$ cat src/rtl/seq_pkg.sv
// Shared opcode, ALU operation and state encodings for the instruction sequencer
// and the register-file/ALU datapath it controls.
package seq_pkg;

    localparam logic [15:0] PC_RESET = 16'h0000;

    localparam logic [3:0] OP_RTYPE = 4'h0;
    localparam logic [3:0] OP_BRZ   = 4'h4;
    localparam logic [3:0] OP_ADDI  = 4'h5;
    localparam logic [3:0] OP_MOVI  = 4'hD;
    localparam logic [3:0] OP_HALT  = 4'hF;

    localparam logic [3:0] ALU_ADD   = 4'h0;
    localparam logic [3:0] ALU_PASSA = 4'hA;
    localparam logic [3:0] ALU_PASSB = 4'hB;

    typedef enum logic [2:0] {
        ST_FETCH,
        ST_DECODE,
        ST_EXECUTE,
        ST_WRITEBACK,
        ST_HALT
    } state_e;

    function automatic logic [15:0] sext8(input logic [7:0] v);
        return {{8{v[7]}}, v};
    endfunction

endpackage

$ cat src/rtl/instr_decoder.sv
// Combinational decode of the latched instruction into register-file addresses,
// ALU controls, immediate operand and instruction-class flags.
module instr_decoder
    import seq_pkg::*;
(
    input  logic [15:0] ir_i,
    output logic [3:0]  read_a_o,
    output logic [3:0]  read_b_o,
    output logic [3:0]  write_addr_o,
    output logic [3:0]  alu_op_o,
    output logic        imm_sel_o,
    output logic [15:0] imm_value_o,
    output logic        writes_reg_o,
    output logic        is_branch_o,
    output logic        is_halt_o
);

    logic [3:0] op;
    logic [3:0] rd;
    logic [3:0] ext;
    logic [3:0] rs;
    logic [7:0] imm8;

    assign op   = ir_i[15:12];
    assign rd   = ir_i[11:8];
    assign ext  = ir_i[7:4];
    assign rs   = ir_i[3:0];
    assign imm8 = ir_i[7:0];

    always_comb begin
        read_a_o     = rd;
        read_b_o     = rs;
        write_addr_o = rd;
        alu_op_o     = ALU_ADD;
        imm_sel_o    = 1'b0;
        imm_value_o  = 16'h0000;
        writes_reg_o = 1'b0;
        is_branch_o  = 1'b0;
        is_halt_o    = 1'b0;
        case (op)
            OP_RTYPE: begin
                alu_op_o     = ext;
                writes_reg_o = 1'b1;
            end
            OP_ADDI: begin
                alu_op_o     = ALU_ADD;
                imm_sel_o    = 1'b1;
                imm_value_o  = sext8(imm8);
                writes_reg_o = 1'b1;
            end
            OP_MOVI: begin
                alu_op_o     = ALU_PASSB;
                imm_sel_o    = 1'b1;
                imm_value_o  = {8'h00, imm8};
                writes_reg_o = 1'b1;
            end
            OP_BRZ: begin
                // ALU passes rd through so Flag_Z reflects rd == 0
                alu_op_o    = ALU_PASSA;
                imm_value_o = sext8(imm8);
                is_branch_o = 1'b1;
            end
            OP_HALT: begin
                is_halt_o = 1'b1;
            end
            default: begin
            end
        endcase
    end

endmodule

$ cat src/rtl/regfile_sequencer.sv
// Four-phase fetch/decode/execute/writeback controller: owns PC and IR, fetches
// over a req/ready handshake and drives the register file and ALU controls.
module regfile_sequencer
    import seq_pkg::*;
(
    input  logic        clk_i,
    input  logic        rst_i,
    output logic        instr_req_o,
    input  logic        instr_ready_i,
    input  logic [15:0] instr_data_i,
    output logic [15:0] pc_o,
    output logic [3:0]  reg_read_a_o,
    output logic [3:0]  reg_read_b_o,
    output logic [3:0]  reg_write_o,
    output logic        write_enable_o,
    output logic [3:0]  alu_op_o,
    output logic        imm_sel_o,
    output logic [15:0] imm_value_o,
    input  logic        flag_z_i,
    output logic        halt_o
);

    state_e      state_q, state_d;
    logic [15:0] pc_q, pc_d;
    logic [15:0] ir_q, ir_d;
    logic        take_br_q, take_br_d;
    logic        started_q;

    logic        writes_reg;
    logic        is_branch;
    logic        is_halt;

    instr_decoder u_decoder (
        .ir_i         (ir_q),
        .read_a_o     (reg_read_a_o),
        .read_b_o     (reg_read_b_o),
        .write_addr_o (reg_write_o),
        .alu_op_o     (alu_op_o),
        .imm_sel_o    (imm_sel_o),
        .imm_value_o  (imm_value_o),
        .writes_reg_o (writes_reg),
        .is_branch_o  (is_branch),
        .is_halt_o    (is_halt)
    );

    // started_q keeps Instr_Req low until the first edge after reset release
    always_ff @(posedge clk_i or posedge rst_i) begin
        if (rst_i) begin
            state_q   <= ST_FETCH;
            pc_q      <= PC_RESET;
            ir_q      <= 16'h0000;
            take_br_q <= 1'b0;
            started_q <= 1'b0;
        end else begin
            state_q   <= state_d;
            pc_q      <= pc_d;
            ir_q      <= ir_d;
            take_br_q <= take_br_d;
            started_q <= 1'b1;
        end
    end

    always_comb begin
        state_d        = state_q;
        pc_d           = pc_q;
        ir_d           = ir_q;
        take_br_d      = take_br_q;
        instr_req_o    = 1'b0;
        write_enable_o = 1'b0;
        halt_o         = 1'b0;
        case (state_q)
            ST_FETCH: begin
                instr_req_o = started_q;
                if (started_q && instr_ready_i) begin
                    ir_d    = instr_data_i;
                    state_d = ST_DECODE;
                end
            end
            ST_DECODE: begin
                state_d = ST_EXECUTE;
            end
            ST_EXECUTE: begin
                take_br_d = is_branch & flag_z_i;
                state_d   = ST_WRITEBACK;
            end
            ST_WRITEBACK: begin
                write_enable_o = writes_reg;
                pc_d           = take_br_q ? (pc_q + sext8(ir_q[7:0])) : (pc_q + 16'd1);
                state_d        = is_halt ? ST_HALT : ST_FETCH;
            end
            ST_HALT: begin
                halt_o = 1'b1;
            end
            default: begin
                state_d = ST_FETCH;
            end
        endcase
    end

    assign pc_o = pc_q;

endmodule

$ cat config.mk
export PLATFORM = sky130hd
export DESIGN_NAME = regfile_sequencer
export DESIGN_NICKNAME = d
export VERILOG_FILES = /design/src/rtl/seq_pkg.sv /design/src/rtl/instr_decoder.sv /design/src/rtl/regfile_sequencer.sv
export SDC_FILE = /design/constraint.sdc
export NUM_CORES = 1
export LEC_CHECK = 0
export BUFFER_PORTS_ARGS = -buffer_cell sky130_fd_sc_hd__buf_2
export CAP_MARGIN = 20
export CORE_UTILIZATION = 47
export DETAILED_ROUTE_END_ITERATION = 8
export GPL_ROUTABILITY_DRIVEN = 0
export PLACE_DENSITY = 0.77
export SLEW_MARGIN = 0
export SYNTH_ARGS = -nofsm -noshare
export SYNTH_HDL_FRONTEND = slang
export SYNTH_SLANG_ARGS = --single-unit
export TNS_END_PERCENT = 10
$ cat constraint.sdc
create_clock -name clk_i -period 2.3 [get_ports clk_i]
set_input_delay 0 -clock clk_i [delete_from_list [all_inputs] [get_ports clk_i]]
set_output_delay 0 -clock clk_i [all_outputs]
set_load 0.05 [all_outputs]
==> reports/results.txt <==
For this design the static power due to leakage is 1.500 nW. The register area share after synthesis was 0.3897; the maximum clock insertion buffer count was 2. The routed layout has 2,030 vias. In this run, synthesis produced a sequential element count of 37.

The final count of negative-setup-slack endpoints is 0. The total negative setup slack came out at 0 ns. In this run the tool buffered the top-level ports with 71 buffer cells. The top fanout value on the critical path came out at 3. The required time reported for the critical path endpoint was 2.52 ns. The logs give 0.4965 for the starting utilization of the core area and 23 for the largest net degree at the start of global routing.

The global-route layer with the greatest usage was met2. The tools report the multi-input combinational cell area as 1314 um^2. Sorting the synthesized cells by area gives the leading types as dfrtp_1 39%, mux2_2 7.6%, buf_4 6.0%, and2_1 4.7%, nand2_1 4.1%. From synthesis to final layout, the design area changed by 29.02%. The detail-routed net length per standard cell is 14.24 um, and the first-pass iteration count of the detailed router is 4.

Yosys mapped a number of flops with a built-in enable equal to 0. In the synthesized netlist the dominant register cell turns out to be dfrtp_1. The tools report the initial antenna violation count as 0.

STA classifies the critical path endpoint as a register. Number of global-route vias before repair: 1,928. The transition time of the tightest slew-check pin came out at 0.8685 ns. In the post-route analysis, the smallest setup slack over all paths is 0.09243 ns. Setup repair after global routing left no endpoint under its margin. The tools report the global routing met3 resource utilization as 0.05387. The tools report the wire length reported by the detailed router as 5512 um. The region available for standard cell placement spans 4786 um^2.

The count of nets after finishing was 347; the area of the die was 5344 um^2. For this run, the top clock speed supported by timing is 453.0 MHz. For the count of inserted antenna diode cells, the log shows 0.

The logs give 0.29 ns for the latest clock arrival within the worst-skew pair and 0.2163 for the global-route usage over all layers. By count the netlist is led by 37 x dfrtp_1, 26 x nand2_1, 19 x buf_4. Once placement completed, the tool counted placed cells totaling 358. The run gives 0.6405 as the final cell utilization of the core.

Clock tree synthesis found a total of 37 sinks. At the worst endpoint, the arrival time is 2.43 ns. The worst setup path is launched from a register. The worst IR drop on VDD is 1.016 mV, and the number of max-cap violations is 0.

Number of ports placed on the die boundary: 72. The flow ran to the end, and the final reports show no timing, DRC or antenna violations. The count of placed standard cells in the final layout, fillers left out was 387. The floorplan step set the die height to 73.10 um. Global routing met1 resource utilization: 0.2675.

Dividing the synthesized area by the synthesized cell count gives 9.900 um^2. The floorplan has 25 rows. The first global-routing pass estimated 8901 um of wire. Before CTS, the worst setup slack after placement is 0.008935 ns. The final worst-path cycle share is 0.9598, and the number of fill cells is 365. The share of Yosys cell area claimed by the top area cell type came out at 0.3897. Counting every net in the synthesized netlist gives 268. In this run, distinct cell masters in the synthesized netlist total 50. Clock skew on the completed layout was measured at 0.002671 ns.

The share of synthesized flip-flops with an asynchronous set or reset came out at 1.000. Most used standard cell by instance count after synthesis: dfrtp_1. The critical path in this run is classified as register to register. In this run the number of H-tree levels came out at 2. Final standard cell area without fillers: 3065 um^2. The area taken by flip-flops and latches came out at 927.1 um^2. The worst hold path class was input pin to register. The area after detailed placement is 2674 um^2. The tools report the number of synthesis warnings as 0. Final critical delay including setup and external delays: 2.208 ns.

The horizontal die dimension works out to 73.10 um. The clock transition at the registers of the reported paths came out at 0.08 ns. The run gives 2376 um^2 as the synthesized area. For this run, design rule violations remaining after detail routing come to 0. TritonCTS built the clock tree.

Count of endpoints failing hold in the final timing report: 0. The number of pins exceeding their max-slew limit in the final report is 0. The detailed router finished its first iteration with 118 violations. For this run the aggregate overflow at the end of global routing stands at 0. Post-detailed-route count of antenna-violating nets: 0. The worst slew margin relative to its limit was 0.4149; the HPWL after detailed placement was 3780 um.

Power per cell area: 1528 nW/um^2. Total power: 4.685 mW. In this run the clock root is driven by a clkbuf_8. The tightest hold path in the finished design has a slack of 0.01996 ns. The number of vias per cell was 5.245. The fraction of layout cells with a size suffix above 1 works out to 0.3969. Synthesis handed over a netlist of 240 instances. The number of clock buffers added by TritonCTS is 5.

Cell type with the largest total area after synthesis: dfrtp_1. For the met2 usage, the log shows 0.3724.
[cell usage in the layout (no fill, tap or decap), drive strengths merged, types with 3 or more instances in the layout]
cell | Yosys | routed
mux2 | 16 | 16
nor2 | 14 | 14
xor2 | 7 | 7
mux2i | 7 | 7
ha | 7 | 7
nor3 | 5 | 5
buf | 24 | 80
and2 | 18 | 18
nand3 | 5 | 5
dlygate4sd3 | 0 | 18
xnor2 | 7 | 7
dfrtp | 37 | 37
o21ai | 11 | 11
clkbuf | 2 | 5
and3 | 3 | 3
a21oi | 11 | 11
inv | 6 | 6
nand2 | 27 | 27
[state kept, by name, summed over array words and instances, names as in the netlist]
| signal | cells |
|---|---|
| ir_q | 16 |
| pc_o | 16 |
| started_q | 1 |
| state_q | 3 |
| take_br_q | 1 |
[worst max-delay path, stage by stage (launching register included)]
cell and delay, ns:
dfrtp_1 0.38, nand2b_4 0.15, ha_4 0.16, fa_2 0.37, a21oi_2 0.17, o211ai_1 0.20
a31oi_4 0.29, mux2i_1 0.26, xor2_1 0.16
[cell families after synthesis]
kind of cell               after synthesis  synth area share
DFF                                     37            0.3897
adders and majority gates                8           0.04529
AOI/OAI and AO/OA                       40            0.1216
buffers and inverters                   32           0.08847
muxes                                   23            0.1053
xor gates and xnor gates                14           0.05161
other                                    1          0.001578
and+or+nand+nor                         85            0.1964
[power by group]
group / leakage [nW] / internal [mW] / switching [mW]
clock: 0.0543 / 0.325 / 0.256
combinational: 0.982 / 0.833 / 1.94
sequential: 0.463 / 0.925 / 0.402
[path summary, 6_finish.rpt]
check | slack (ns) | cells after the start | start | endpoint
max in group asynchronous | 1.20 | 4 | rst_i | pc_o[0]$_DFFE_PP0P_
hold reg to reg | 0.54 | 2 | pc_o[6]$_DFFE_PP0P_ | pc_o[6]$_DFFE_PP0P_
setup / recovery | 0.09 | 8 | ir_q[0]$_DFFE_PP0P_ | pc_o[12]$_DFFE_PP0P_
setup reg to reg | 0.09 | 8 | ir_q[0]$_DFFE_PP0P_ | pc_o[12]$_DFFE_PP0P_
min in group asynchronous | 0.34 | 3 | rst_i | ir_q[8]$_DFFE_PP0P_
hold / removal | 0.02 | 3 | instr_ready_i | state_q[0]$_DFFE_PP0P_
[what timing repair did]
action	4_1_cts	5_1_grt
pin swaps	0	6
endpoints found under the hold margin	32	0
resized for setup	1	10
setup buffers	0	3
hold buffers	18	0
setup endpoints to repair	2	5
[metal layers]
layer / share of wire / vias up / wire (um)
li1: - / 977 / -
met1: 0.43 / 975 / 2356
met2: 0.51 / 70 / 2822
met3: 0.051 / 8 / 282
met4: 0.0093 / 0 / 51
met5: 0 / - / 0
[final cells by class]
class	count	share of cell area
flip-flops and latches	37	0.3024
repair buffers	98	0.1967
clock inverters	3	0.01510
clock buffers	5	0.02245
well taps	67	0.02735
inverters	6	0.007347
multi-input cells	171	0.4286
Note: power is estimated with default switching activity, not from simulation.
